$ cat src/rtl/sixbit_pow_seq.sv
// sixbit_pow_seq: multi-cycle 6-bit unsigned power unit (out = ain^bin).
// A single 6x6 multiplier is reused once per cycle; the exponent is clamped
// to MAX_EXP iterations. Overflow is sticky across the multiply chain.

module sixbitmul (
  input  logic [5:0] x,
  input  logic [5:0] y,
  output logic [5:0] prod,
  output logic       ovf
);

  logic [11:0] full;

  assign full = {6'b0, x} * {6'b0, y};
  assign prod = full[5:0];
  assign ovf  = |full[11:6];

endmodule

module sixbit_pow_seq #(
  parameter int MAX_EXP = 10
) (
  input  logic       clk,
  input  logic       rst_n,
  input  logic       start,
  input  logic [5:0] ain,
  input  logic [5:0] bin,
  output logic       busy,
  output logic       done,
  output logic [5:0] out,
  output logic       overflow
);

  typedef enum logic [1:0] {
    IDLE = 2'd0,
    RUN  = 2'd1,
    DONE = 2'd2
  } state_t;

  state_t     state_q, state_d;
  logic [5:0] a_q, a_d;
  logic [3:0] cnt_q, cnt_d;
  logic       zflag_q, zflag_d;
  logic [5:0] acc_q, acc_d;
  logic       ovacc_q, ovacc_d;
  logic [5:0] out_q, out_d;
  logic       overflow_q, overflow_d;

  logic [3:0] n_clamp;
  logic [5:0] mul_prod;
  logic       mul_ovf;

  // The one shared multiplier: running accumulator times captured base.
  sixbitmul u_mul (
    .x    (acc_q),
    .y    (a_q),
    .prod (mul_prod),
    .ovf  (mul_ovf)
  );

  // Iteration count is the exponent limited to MAX_EXP.
  always_comb begin
    n_clamp = bin[3:0];
    if (bin > 6'(MAX_EXP)) begin
      n_clamp = 4'(MAX_EXP);
    end
  end

  // Next-state and datapath updates for the IDLE/RUN/DONE sequence.
  always_comb begin
    state_d    = state_q;
    a_d        = a_q;
    cnt_d      = cnt_q;
    zflag_d    = zflag_q;
    acc_d      = acc_q;
    ovacc_d    = ovacc_q;
    out_d      = out_q;
    overflow_d = overflow_q;

    unique case (state_q)
      IDLE: begin
        if (start) begin
          a_d     = ain;
          cnt_d   = n_clamp;
          zflag_d = bin[5];
          acc_d   = 6'd1;
          ovacc_d = 1'b0;
          if (n_clamp != 4'd0) begin
            state_d = RUN;
          end else begin
            state_d    = DONE;
            out_d      = bin[5] ? 6'd0 : 6'd1;
            overflow_d = 1'b0;
          end
        end
      end
      RUN: begin
        acc_d   = mul_prod;
        ovacc_d = ovacc_q | mul_ovf;
        cnt_d   = cnt_q - 4'd1;
        if (cnt_q == 4'd1) begin
          state_d    = DONE;
          out_d      = zflag_q ? 6'd0 : mul_prod;
          overflow_d = ovacc_q | mul_ovf;
        end
      end
      DONE: begin
        state_d = IDLE;
      end
      default: begin
        state_d = IDLE;
      end
    endcase
  end

  // State and datapath registers; reset discards any operation in flight.
  always_ff @(posedge clk or negedge rst_n) begin
    if (!rst_n) begin
      state_q    <= IDLE;
      a_q        <= 6'd0;
      cnt_q      <= 4'd0;
      zflag_q    <= 1'b0;
      acc_q      <= 6'd1;
      ovacc_q    <= 1'b0;
      out_q      <= 6'd0;
      overflow_q <= 1'b0;
    end else begin
      state_q    <= state_d;
      a_q        <= a_d;
      cnt_q      <= cnt_d;
      zflag_q    <= zflag_d;
      acc_q      <= acc_d;
      ovacc_q    <= ovacc_d;
      out_q      <= out_d;
      overflow_q <= overflow_d;
    end
  end

  assign busy     = (state_q != IDLE);
  assign done     = (state_q == DONE);
  assign out      = out_q;
  assign overflow = overflow_q;

endmodule

$ cat config.mk
export PLATFORM = sky130hd
export DESIGN_NAME = sixbit_pow_seq
export DESIGN_NICKNAME = d
export VERILOG_FILES = /design/src/rtl/sixbit_pow_seq.sv
export SDC_FILE = /design/constraint.sdc
export NUM_CORES = 1
export LEC_CHECK = 0
export ABC_AREA = 1
export BUFFER_PORTS_ARGS = -buffer_cell sky130_fd_sc_hd__buf_2
export CORE_ASPECT_RATIO = 0.5
export CORE_MARGIN = 1.5
export CORE_UTILIZATION = 30
export DETAILED_ROUTE_END_ITERATION = 8
export PLACE_DENSITY = 0.51
export SETUP_SLACK_MARGIN = 0.05
export SLEW_MARGIN = 5
export SYNTH_ARGS = -nofsm -noshare
export SYNTH_HDL_FRONTEND = slang
export SYNTH_SLANG_ARGS = --single-unit
$ cat constraint.sdc
create_clock -name clk -period 4.7 [get_ports clk]
set_input_delay 1.41 -clock clk [delete_from_list [all_inputs] [get_ports clk]]
set_output_delay 1.41 -clock clk [all_outputs]
set_load 0.01 [all_outputs]
# Word-level counts from Yosys, hierarchy flattened
# Cells that the tools add are included.
[word_totals]
ff_bits = 27
latch_bits = 0
mem_bits_rw = 0
romBits = 0
out_inout_bits = 9
wordCells = 48
mem_count = 0
[classes]
n_addsub = 1
multipliers = 1
n_div = 0
order_cmp = 1
eq_ne = 6
n_shift = 0
mux = 21
bitwise_logic = 1
n_reduce_logical = 9
[op_table]
columns = ["op", "n"]
rows = [
  ["$mux 6", 5],
  ["$pmux 6 s2", 2],
  ["$mul 6x6->12", 1],
  ["$mux 4", 2],
  ["$pmux 4 s2", 1],
  ["$gt 6x4->1 const B", 1],
  ["$mux 2", 3],
  ["$ne 2x2->1 const B", 3],
  ["$reduce_and 2->1", 3],
  ["$reduce_or 6->1", 1],
  ["$mux 1", 5],
  ["$eq 4x1->1 const B", 1],
  ["$pmux 1 s2", 2],
  ["$pmux 2 s2", 1],
  ["$reduce_and 4->1", 1],
  ["$reduce_bool 2->1", 2],
  ["$reduce_bool 4->1", 1],
  ["$sub 4x1->4 const B", 1],
  ["$eq 2x1->1 const B", 1],
  ["$eq 2x2->1 const B", 1],
  ["$logic_not 2->1", 1],
  ["$or 1x1->1", 1],
]

# Logic depth before layout (Yosys ltp)
[logic_depth]
depth_word = 6
depth_mapped = 19
depth_no_buf = 18

# Modules after synthesis
# From an unflattened synthesis, not the netlist that was laid out.
[unflattened]
hier_cells = 334
hier_area_um2 = 2456.1
[modules_own_cells]
columns = ["mod", "instances", "cells_per_inst", "area_per_inst_um2", "seq_area_each_um2"]
rows = [
  ["sixbit_pow_seq", 1, 154, 1276.2, 676.9],
  ["sixbitmul", 1, 180, 1179.9, 0.0],
]

# Least setup slack after synthesis
# OpenSTA, ideal clock, no wires.
[synth_path]
path_type = "register -> register"
startpoint = "register acc_q[0]"
endpoint = "register overflow_q, in the netlist overflow"
t_arrival_ps = 3180
path_slack_ps = 1403
stages_incl_launch_ff = 17
synth_period_minus_slack_ps = 3297
cell_sequence = "dfstp_2 nand2_1 fa_1 fa_1 fa_1 inv_1 ha_1 inv_1 nand2_1 nand3_1 nand2_1 nor2_1 nand2_1 nor2_1 nand3_1 nand3_1 nand2_1"
[synth_via]
elab_chain_len = 5
[synth_lines]
columns = ["item", "line_no", "source"]
rows = [
  ["from (decl)", "44", "logic [5:0] acc_q, acc_d;"],
  ["from (signal assigned)", "123", "acc_q <= 6'd1;"],
  ["from (signal assigned)", "132", "acc_q <= acc_d;"],
  ["$mul 6x6->12", "14", "assign full = {6'b0, x} * {6'b0, y};"],
  ["$reduce_or 6->1", "16", "assign ovf = |full[11:6];"],
  ["$or 1x1->1", "104", "overflow_d = ovacc_q | mul_ovf;"],
  ["$mux 1", "101", "if (cnt_q == 4'd1) begin"],
  ["$pmux 1 s2", "80", "unique case (state_q)"],
  ["to (signal assigned)", "135", "overflow_q <= overflow_d;"],
  ["to (decl)", "47", "logic overflow_q, overflow_d;"],
]
# No other way between the ends. The select of a mux whose other input is x is not followed.
# A chain may end at the register's enable or synchronous reset.

# Worst setup path in the final report
[layout_path]
startpoint = "register acc_q[0]"
endpoint = "register ovacc_q"
[layout_via]
elab_chain_len = 4
[layout_lines]
columns = ["item", "line_no", "source"]
rows = [
  ["$mul 6x6->12", "14", ""],
  ["$reduce_or 6->1", "16", ""],
  ["$or 1x1->1", "99", "ovacc_d = ovacc_q | mul_ovf;"],
  ["$pmux 1 s2", "80", ""],
  ["to (signal assigned)", "133", "ovacc_q <= ovacc_d;"],
  ["to (decl)", "45", "logic ovacc_q, ovacc_d;"],
]
# No other way between the ends.

==> out/summary.txt <==
Reg2Reg Depth = 16
H-tree Lvls = 1
clock sink count = 27
Final min period = 3.597 ns
Lkg Pwr = 1.643 nW
Power Dens Cells = 605.4 nW/µm²
Setup Fix Bufs, Post-CTS = 0
Final Setup Violations = 0
Synth top area share = 27.08%
Worst slew margin = 58.42%
worst hold path class = reg -> reg
Die W = 129.6 µm
final worst setup slack = 1.103 ns
Mean Syn Cell Area = 7.193 µm²
worst setup path category = reg -> reg
RSZ-0062 raised after global routing = no
Post-DP HPWL = 4177 µm
Placed Area = 2643 µm²
cell taking the most area after synthesis = dfrtp_1
ys flop type = dfrtp_1
Slew Limit Fails = 0
Placement Setup Slack = 1.096 ns
Critical Path RT = 4.86 ns
via count = 2068
placed cells = 462
Post-synth top cells = nand2_1, inv_1, dfrtp_1
clk slew on worst S/H paths = 0.07 ns
global placer's final weighted congestion = 0.8774
drt pass-1 iters = 4
vias in the first global route = 2153
# hold bufs at CTS = 0
Avg Vias per Cell = 4.438
CP Max Fanout = 7
first-pass GRT wire length = 9680 µm
synthesized area = 2402 µm²
Total Wirelength = 5183 µm
synth unique cells = 27
synth-to-layout area growth = 13.49%
crit path DAT = 3.76 ns
Peak VDD IR = 254.1 µV
maximum clock rate = 0.2780 GHz
Ant. Diodes = 0
status = finished clean
grt total ovfl = 0
TritonCTS Buffers = 3
Post-Syn Nets = 388
hold depth = 2
Starting Density = 31.85%
final hold viol count = 0
post-synthesis async set-or-reset flop share = 100.0%
largest net degree at the start of global routing = 28
share of layout cells above drive strength 1 = 10.61%
hold_ws = 0.4694 ns
gr usage total = 14.41%
Tightest Pin Transition = 0.6236 ns
Period Utilization, post-route = 76.54%
Crit. End Element = flip-flop
Rows = 22
Layout Cells excl Fill = 466
synth warn = 0
power after layout = 1.650 mW
residual DRC count = 0
CORE AREA = 7542 µm²
Initial DRC Count = 94
root buffer cell = clkbuf_16
max_cap viols = 0
Post-CTS Resized = 0
ANT nets after route = 0
CTS tree = yes
Clock Tree Buf Depth = 2
setup TNS = 0 ns
most frequent cell after synthesis = nand2_1
skew final = 0.004580 ns
initial antenna violation count = 0
die extent in y = 66.28 µm
Synth area leaders = dfrtp_1, nand2_1, fa_1
Post-Synthesis Cells = 334
type of origin of the critical path = flip-flop
port bufs = 23
Wirelength per Cell = 11.12 µm
worst-skew pair later-pin latency = 0.27 ns
register area share after synthesis = 28.18%
number of synthesized flops with an enable pin = 0
Nets = 413
fillers = 854
die area = 8586 µm²
# IOs = 24
Final Core Density = 36.15%
final instance area = 2726 µm²
number of synthesized register bits = 27
-- worst max-delay path, stage by stage (launching register included) --
cell	delay [ns]
dfstp_2	0.61
nand2_1	0.10
fa_1	0.51
fa_1	0.52
fa_1	0.55
inv_1	0.04
ha_1	0.32
nand2_1	0.08
nand2_1	0.11
nand3_1	0.11
nand2_1	0.05
nand2_1	0.05
nand2_1	0.04
nor2_1	0.13
nand3_1	0.12
nand2_1	0.08
o21ai_1	0.06
-- report_power, final --
| group | internal [mW] | leakage [nW] | switching (mW) | total (mW) |
|---|---|---|---|---|
| Clock | 0.118 | 0.0415 | 0.0901 | 0.208 |
| Sequential | 0.337 | 0.340 | 0.133 | 0.470 |
| Combinational | 0.357 | 1.26 | 0.615 | 0.973 |
| Total | 0.812 | 1.64 | 0.838 | 1.65 |
-- state kept, by name, summed over array words and instances (netlist names) --
signal	flops
a_q	6
acc_q	6
cnt_q	4
out	6
ovacc_q	1
overflow	1
state_q	2
zflag_q	1
-- cells in the final DEF (no fill, tap or decap), drive strengths merged, types with 3 or more instances in the layout --
cell / count
ha: 22
inv: 77
buf: 24
nand3: 17
fa: 17
nor2: 17
a21oi: 7
o21ai: 12
dfrtp: 26
nand2: 124
nor3: 4
clkbuf: 3
-- metal layers --
layer	up-vias	share of wire [%]	track usage (%)
met5	-	0	0
met2	39	45	25.27
li1	1047	-	-
met4	0	1.4	4.583
met3	5	3.8	1.942
met1	977	50	18.55
-- cell type report --
class	count	area, µm²	area share (%)
repair buffers	24	122.6	4.497
flip-flops and latches	27	676.9	24.83
clock inverters	1	8.758	0.3212
multi-input cells	227	1423	52.18
inverters	76	285.3	10.46
well taps	108	135.1	4.956
clock buffers	3	75.07	2.754
-- path summary, 6_finish.rpt --
path,startpoint,endpoint,slack [ns]
max in group asynchronous,rst_n,ovacc_q,3.14
hold reg to reg,out[3],out[3],0.47
min in group asynchronous,rst_n,cnt_q[2],1.15
hold / removal,out[3],out[3],0.47
setup reg to reg,acc_q[0],ovacc_q,1.10
setup / recovery,acc_q[0],ovacc_q,1.10
-- cell families (layout without fill, tap and decap cells) --
logic type      count (synthesis)  count (layout)  synth area share [%]
xor+xnor                        1               1                0.3646
fa+ha+maj                      39              39                 25.62
simple gates                  163             163                 27.19
compound gates                 24              24                 6.042
buf+inv                        80             104                 12.60
flops                          27              27                 28.18
Note: power is estimated with default switching activity, not from simulation.
